## src/rtl/gsu_pkg.sv

```systemverilog
// Shared GSU register-select definitions: operation classes and register constants.
package gsu_pkg;

  typedef enum logic [2:0] {
    OP_NONE = 3'd0,
    OP_TO   = 3'd1,
    OP_FROM = 3'd2,
    OP_WITH = 3'd3,
    OP_EXEC = 3'd4
  } op_kind_t;

  localparam int GSU_NUM_REGS = 16;
  localparam int GSU_REG_R0   = 0;

endpackage

```

## src/rtl/onehot_decoder.sv

```systemverilog
// Index to one-hot decoder; the output is all-zero when the index is >= N.
module onehot_decoder #(
  parameter int WIDTH = 4,
  parameter int N     = 16
) (
  input  logic [WIDTH-1:0] index,
  output logic [N-1:0]     onehot
);

  always_comb begin
    onehot = '0;
    for (int unsigned i = 0; i < N; i++) begin
      if (index == WIDTH'(i)) onehot[i] = 1'b1;
    end
  end

endmodule

```

## src/rtl/gsu_reg_select.sv

```systemverilog
// GSU register-prefix tracker (TO/FROM/WITH, B-flag moves) with one-hot Sreg/Dreg selects.
// Define GSU_REG_SELECT_ONEHOT_REG_EN to hold the one-hot selects in dedicated flops.
module gsu_reg_select
  import gsu_pkg::*;
#(
  parameter int NUM_REGS = GSU_NUM_REGS,
  parameter int SEL_W    = $clog2(NUM_REGS)
) (
  input  logic                clk,
  input  logic                rst_n,
  input  logic                instr_valid,
  input  logic [2:0]          op_kind,
  input  logic [SEL_W-1:0]    op_reg,
  input  logic                flush,
  output logic [SEL_W-1:0]    src_idx,
  output logic [SEL_W-1:0]    dst_idx,
  output logic [NUM_REGS-1:0] src_onehot,
  output logic [NUM_REGS-1:0] dst_onehot,
  output logic                b_flag,
  output logic                move_valid,
  output logic [SEL_W-1:0]    move_src,
  output logic [SEL_W-1:0]    move_dst,
  output logic                sel_err
);

  localparam logic [SEL_W:0]   REG_LIM = (SEL_W+1)'(NUM_REGS);
  localparam logic [SEL_W-1:0] R0      = SEL_W'(GSU_REG_R0);

  op_kind_t         op;
  logic             oor;
  logic [SEL_W-1:0] src_n, dst_n, msrc_n, mdst_n;
  logic             b_n, mv_n, err_n;

  assign op  = op_kind_t'(op_kind);
  assign oor = ({1'b0, op_reg} >= REG_LIM);

  always_comb begin
    src_n  = src_idx;
    dst_n  = dst_idx;
    b_n    = b_flag;
    mv_n   = 1'b0;
    msrc_n = R0;
    mdst_n = R0;
    err_n  = 1'b0;
    if (flush) begin
      src_n = R0;
      dst_n = R0;
      b_n   = 1'b0;
    end else if (instr_valid) begin
      unique case (op)
        OP_TO, OP_FROM, OP_WITH: begin
          if (oor) begin
            err_n = 1'b1;
          end else if (op == OP_WITH) begin
            src_n = op_reg;
            dst_n = op_reg;
            b_n   = 1'b1;
          end else if (b_flag) begin
            // B-mode TO is MOVE, B-mode FROM is MOVES; both end the prefix
            mv_n   = 1'b1;
            msrc_n = (op == OP_TO) ? src_idx : op_reg;
            mdst_n = (op == OP_TO) ? op_reg : dst_idx;
            src_n  = R0;
            dst_n  = R0;
            b_n    = 1'b0;
          end else if (op == OP_TO) begin
            dst_n = op_reg;
          end else begin
            src_n = op_reg;
          end
        end
        OP_EXEC: begin
          src_n = R0;
          dst_n = R0;
          b_n   = 1'b0;
        end
        default: ;
      endcase
    end
  end

  always_ff @(posedge clk or negedge rst_n) begin
    if (!rst_n) begin
      src_idx    <= R0;
      dst_idx    <= R0;
      b_flag     <= 1'b0;
      move_valid <= 1'b0;
      move_src   <= R0;
      move_dst   <= R0;
      sel_err    <= 1'b0;
    end else begin
      src_idx    <= src_n;
      dst_idx    <= dst_n;
      b_flag     <= b_n;
      move_valid <= mv_n;
      move_src   <= msrc_n;
      move_dst   <= mdst_n;
      sel_err    <= err_n;
    end
  end

`ifdef GSU_REG_SELECT_ONEHOT_REG_EN
  logic [NUM_REGS-1:0] src_oh_n, dst_oh_n;

  // Decode the next-state indices so the registered selects line up with src_idx/dst_idx.
  onehot_decoder #(.WIDTH(SEL_W), .N(NUM_REGS)) u_src_dec (.index(src_n), .onehot(src_oh_n));
  onehot_decoder #(.WIDTH(SEL_W), .N(NUM_REGS)) u_dst_dec (.index(dst_n), .onehot(dst_oh_n));

  always_ff @(posedge clk or negedge rst_n) begin
    if (!rst_n) begin
      src_onehot <= NUM_REGS'(1);
      dst_onehot <= NUM_REGS'(1);
    end else begin
      src_onehot <= src_oh_n;
      dst_onehot <= dst_oh_n;
    end
  end
`else
  onehot_decoder #(.WIDTH(SEL_W), .N(NUM_REGS)) u_src_dec (.index(src_idx), .onehot(src_onehot));
  onehot_decoder #(.WIDTH(SEL_W), .N(NUM_REGS)) u_dst_dec (.index(dst_idx), .onehot(dst_onehot));
`endif

endmodule
```

## config.mk

```make
export PLATFORM = sky130hd
export DESIGN_NAME = gsu_reg_select
export DESIGN_NICKNAME = d
export VERILOG_FILES = /design/src/rtl/gsu_pkg.sv /design/src/rtl/onehot_decoder.sv /design/src/rtl/gsu_reg_select.sv
export SDC_FILE = /design/constraint.sdc
export NUM_CORES = 1
export LEC_CHECK = 0
export ABC_AREA = 0
export BUFFER_PORTS_ARGS = -buffer_cell sky130_fd_sc_hd__buf_2
export CORE_UTILIZATION = 41
export DETAILED_ROUTE_END_ITERATION = 6
export GPL_TIMING_DRIVEN = 0
export PLACE_DENSITY = 0.74
export SYNTH_ARGS = -nofsm -noshare
export SYNTH_HDL_FRONTEND = slang
export SYNTH_SLANG_ARGS = --single-unit
```

## constraint.sdc

```tcl
create_clock -name clk -period 1 [get_ports clk]
set_input_delay 0.1 -clock clk [delete_from_list [all_inputs] [get_ports clk]]
set_output_delay 0.1 -clock clk [all_outputs]
set_load 0.01 [all_outputs]
```

=== Word level (Yosys, flattened, before mapping) ===
Cells that the tools add are included.
Widths: inputs -> output; s select.

* Bits of input ports: 11
* Word-level logic and storage cells: 109
* Flip-flop bits (word level): 18
* Output and inout bits: 51

* Reduce and logical (&&, ||, !) cells: 6
* Equal/unequal tests: 34
* Mux-type cells: 63

{| class="wikitable"
|+ Operators with widths
! cell !! number
|-
| $mux 4 || 20
|-
| $eq 4x4->1 const B || 16
|-
| $mux 1 || 40
|-
| $eq 4x3->1 const B || 8
|-
| $eq 4x2->1 const B || 4
|-
| $pmux 4 s2 || 2
|-
| $eq 4x1->1 const B || 2
|-
| $logic_not 4->1 || 2
|-
| $eq 3x2->1 const B || 2
|-
| $eq 3x1->1 const B || 1
|-
| $eq 3x3->1 const B || 1
|-
| $reduce_bool 3->1 || 1
|-
| $reduce_or 3->1 || 1
|-
| $pmux 1 s2 || 1
|-
| $reduce_and 2->1 || 1
|-
| $reduce_bool 2->1 || 1
|}

=== Depth between registers and ports, before layout ===
* Word-level depth: 7
* Mapped depth: 5
* Depth with buffers taken out: 3

=== Hierarchy ===
A second synthesis with hierarchy kept.

* Cell total of the unflattened synthesis: 127
* Area total of the unflattened synthesis: 1393.8 µm²

{| class="wikitable"
|+ Modules (own cells, without submodules)
! module !! seq. area each (µm²) !! instances !! cells each !! area each (µm²)
|-
| gsu_reg_select || 450.4 || 1 || 87 || 940.9
|-
| onehot_decoder || 0.0 || 2 || 20 || 226.5
|}

=== Worst setup path after synthesis ===
OpenSTA, ideal clock, no wires.

* Kind: reg2out
* Start: register dst_idx[2]
* End: output dst_onehot[2]
* Data required time: 0.900 ns
* Cell stages (with the launch flop): 4
* Setup slack: -0.163 ns
* Data arrival time: 1.063 ns
* Buffers on the path: 1
* Cells stage by stage: dfrtp_1 -> clkbuf_1 -> nand2b_1 -> nor3_1

* Cells in the longest elaborated chain, start to end: 2

{| class="wikitable"
|+ RTL lines
! what !! RTL line !! RTL
|-
| start: declaration || gsu_reg_select.sv:16 || <nowiki>output logic [SEL_W-1:0] dst_idx,</nowiki>
|-
| start signal: assignment || gsu_reg_select.sv:93 || <nowiki>dst_idx <= dst_n;</nowiki>
|-
| $eq 4x2->1 || onehot_decoder.sv:13 || <nowiki>if (index == WIDTH'(i)) onehot[i] = 1'b1;</nowiki>
|-
| $mux 1 || onehot_decoder.sv:13 ||
|-
| end: declaration || gsu_reg_select.sv:18 || <nowiki>output logic [NUM_REGS-1:0] dst_onehot,</nowiki>
|}

No other way between the ends.

=== Worst setup path in the final report ===
* Start: register src_idx[1]
* End: output src_onehot[4]

* Cells in the longest elaborated chain, start to end: 2

{| class="wikitable"
|+ RTL lines
! what !! RTL line !! RTL
|-
| start: declaration || gsu_reg_select.sv:15 || <nowiki>output logic [SEL_W-1:0] src_idx,</nowiki>
|-
| start signal: assignment || gsu_reg_select.sv:92 || <nowiki>src_idx <= src_n;</nowiki>
|-
| $eq 4x3->1 || onehot_decoder.sv:13 ||
|-
| $mux 1 || onehot_decoder.sv:13 ||
|-
| end: declaration || gsu_reg_select.sv:17 || <nowiki>output logic [NUM_REGS-1:0] src_onehot,</nowiki>
|}

No other way between the ends.

==> impl_metrics.py <==
metrics = {
    "outcome": {
        "status": "complete, but fails checks",
        "violations": "design-rule violations, negative setup slack",
    },
    "power_and_ir_drop": {
        "p_sw_frac": 0.324,
        "power.density_cell_area_nw_per_um2": 806,
        "p_switching_mw": 0.641,
        "leakage_nw": 1.17,
        "share_comb_of_total_power": 0.375,
        "seq_power_share": 0.394,
        "internal-power_mw": 1.34,
        "p_total_mw": 1.98,
        "power.share.clock": 0.230,
        "vdd_ir_drop_max_mv": 0.483,
    },
    "finish": {
        "stdcell_count": 276,
        "ratio_of_cells_with_drive_above_1_in_the_final_layout": 0.702,
        "antenna_cells": 0,
        "finish.net_count": 257,
        "layout_commonest_cell": "sky130_fd_sc_hd__buf_2",
        "flow.area_growth_from_synthesis_pct": 98.4,
        "layout.cells.most_common_list": "sky130_fd_sc_hd__buf_2 (53), sky130_fd_sc_hd__buf_6 (28)",
    },
    "synth": {
        "synth-edff-count": 0,
        "yosysWarnings": 0,
        "synthDistinctLibCells": 25,
        "synth_area_um2": 1240,
        "async_reset_ff_frac": 1.00,
        "post_synthesis_average_cell_area_um2": 8.43,
        "synth.top_cells.by_area": "sky130_fd_sc_hd__dfrtp_1 (36%), sky130_fd_sc_hd__nor2_1 (8.5%), sky130_fd_sc_hd__mux2i_1 (6.5%)",
        "synthCells": 147,
        "netlist.area_leader.share": 0.363,
        "ys_seq_elements": 18,
        "synthDominantAreaCellType": "sky130_fd_sc_hd__dfrtp_1",
        "ys_seq_area_frac": 0.363,
        "ys.flop_type": "sky130_fd_sc_hd__dfrtp_1",
        "synth_nets": 158,
    },
    "grt": {
        "first_global_vias": 1445,
        "number_of_antenna_violations_at_the_first_check_in_global_routing": 0,
        "grt_overflow_total": 0,
        "grt_pass1_wl_um": 7310,
        "gr-usage-all-layers": 0.294,
        "grt_max_degree": 19,
    },
    "detailed_routing": {
        "overall_routed_net_length_um": 5880,
        "first_iter_violations": 103,
        "ant_nets": 0,
        "detailedRoute.firstPassIterationCount": 6,
        "drt-vias-per-instance": 6.08,
        "routed_wirelength_normalized_by_instance_count_um": 21.3,
        "route.detailed.drc": 7,
        "via_count": 1677,
    },
    "setup_path": {
        "cp_slowest_cell": "sky130_fd_sc_hd__dfrtp_2",
        "worstPathCellList": "buf_8, nand2b_4, nor3_2, buf_2",
        "worstSetupEndpointType": "primary output",
        "timing.critical_path.slowest_cell_delay_ns": 0.47,
        "crit_arrival_ns": 1.40,
        "worst-endpoint-required_ns": 0.90,
        "worstPathMaxFanout": 5,
        "worstSetupPathType": "flop to primary output",
        "critical_path.startpoint_type": "flop",
    },
    "sta": {
        "report.final.setup_viol": 53,
        "clock_period_minus_final_worst_setup_slack_ns": 1.50,
        "hold_slack_final_ns": 0.162,
        "report.final.hold_viol_count": 0,
        "fin_skew_ns": 0.00467,
        "report.final.slew_viol_count": 0,
        "grt_setup_unrepaired": "yes",
        "worst-slew-pin-transition_ns": 0.552,
        "post-route-period-util": 1.50,
        "setup_slack_ns": -0.501,
        "fmaxAchievable_ghz": 0.666,
        "slew-limit-headroom": 0.632,
    },
    "place": {
        "hpwl_after_detailed_placement_um": 2540,
        "placer_congestion_estimate": 0.751,
        "dp_cells": 236,
        "port_buffers": 58,
    },
    "floorplan": {
        "core.rowCount": 19,
        "initial_utilization": 0.442,
        "die-area_um2": 3250,
        "pin_count": 62,
        "dieWidth_um": 57.0,
        "core-area_um2": 2810,
        "die_height_um": 57.0,
    },
    "cts": {
        "cts.sink_count": 18,
        "clk_path_buf_depth": 2,
        "insertion_delay_ns": 0.30,
        "clock-root-buffer": "sky130_fd_sc_hd__clkbuf_4",
        "htree_levels": 1,
        "cts-buffers-inserted": 3,
        "cts_tree": "built",
        "clock_transition_at_path_regs_ns": 0.11,
    },
    "worst_hold_path": {
        "timing.hold.worst.class": "primary input to flop",
    },
    "flow_run": {
        "max_cap_viol_count": 0,
    },
}
-- power groups by stage --
stage	Sequential [mW]	Clock (mW)	Combinational [mW]
after floorplan	0.783	0	0.283
after global placement	0.775	0	0.416
after detailed placement	0.776	0	0.428
after CTS	0.766	0.445	0.571
after global routing	0.783	0.478	0.771
final	0.782	0.456	0.744
-- stage by stage --
stage	cell area [µm²]	utilization	setup TNS [ns]	setup slack, ns
floorplan	1400	-	-1.34	-0.0490
global placement	1730	0.616	-2.95	-0.111
detailed placement	1730	0.616	-3.45	-0.117
CTS	2130	0.760	-13.63	-0.403
global route	2460	0.877	-18.32	-0.523
finish	2460	0.877	-17.04	-0.501
-- final cells by class --
class	instances	area, µm²
buffer	17	188
clock buffer	4	36.3
fill	125	345
inverter	1	3.75
multi-input combinational	111	1000
sequential	18	458
tap	31	38.8
timing repair buffer	94	733
-- sequential cells by signal, summed over array words and instances (netlist names) --
name,cells
move_dst,4
b_flag,1
src_idx,4
dst_idx,4
move_src,4
move_valid,1
-- synth_stat cells (2+ instances only) --
library cell / count
sky130_fd_sc_hd__nor2_1: 28
sky130_fd_sc_hd__dfrtp_1: 18
sky130_fd_sc_hd__nor3_1: 13
sky130_fd_sc_hd__nand2b_1: 10
sky130_fd_sc_hd__o21ai_0: 10
sky130_fd_sc_hd__clkbuf_1: 9
sky130_fd_sc_hd__nor3b_1: 9
sky130_fd_sc_hd__a41oi_1: 8
sky130_fd_sc_hd__mux2i_1: 8
sky130_fd_sc_hd__nand3b_1: 8
sky130_fd_sc_hd__nand2_1: 4
sky130_fd_sc_hd__a21oi_1: 3
sky130_fd_sc_hd__buf_2: 3
sky130_fd_sc_hd__buf_6: 3
sky130_fd_sc_hd__buf_4: 2
sky130_fd_sc_hd__nor4_1: 2
-- what timing repair did --
item	in CTS	in global routing
hold buffers	1	0
cloned	7	0
setup endpoints to repair	42	51
pin swaps	10	17
setup buffers	20	10
resized for setup	32	71
hold endpoints to repair	18	0
-- kinds of logic (layout without fill, tap and decap cells) --
logic type / Yosys count / in the layout / share of synthesized area
flip-flops: 18 / 18 / 0.363
buffers and inverters: 18 / 116 / 0.0817
AO/OA/AOI/OAI: 22 / 22 / 0.117
multiplexers: 8 / 8 / 0.0646
XOR/XNOR: 1 / 1 / 0.00706
AND/OR/NAND/NOR: 79 / 79 / 0.363
other: 1 / 1 / 0.00302
-- critical path, delay by kind of cell, from the launching register on --
kind	cells	cell delay, ns
buffers and inverters	2	0.33
flip-flops	1	0.47
AND/OR/NAND/NOR	2	0.29
-- metal layers --
layer | wire length (µm) | global-route usage | vias up
met1 | 2250 | 0.389 | 817
met4 | 208 | 0.129 | 0
met2 | 2850 | 0.486 | 129
met3 | 563 | 0.0340 | 26
li1 | - | - | 705
met5 | 0 | 0 | -
-- final timing paths --
check | endpoint | slack [ns] | start | cells after the start
max | src_onehot[4] | -0.50 | src_idx[1] | 4
min in group asynchronous | dst_idx[1] | 0.25 | rst_n | 2
max in group asynchronous | src_idx[0] | 0.43 | rst_n | 2
max reg2reg | dst_idx[2] | -0.39 | dst_idx[2] | 6
min | move_dst[3] | 0.16 | op_reg[3] | 3
min reg2reg | b_flag | 0.73 | b_flag | 2
Power figures use the tool's default switching activity.
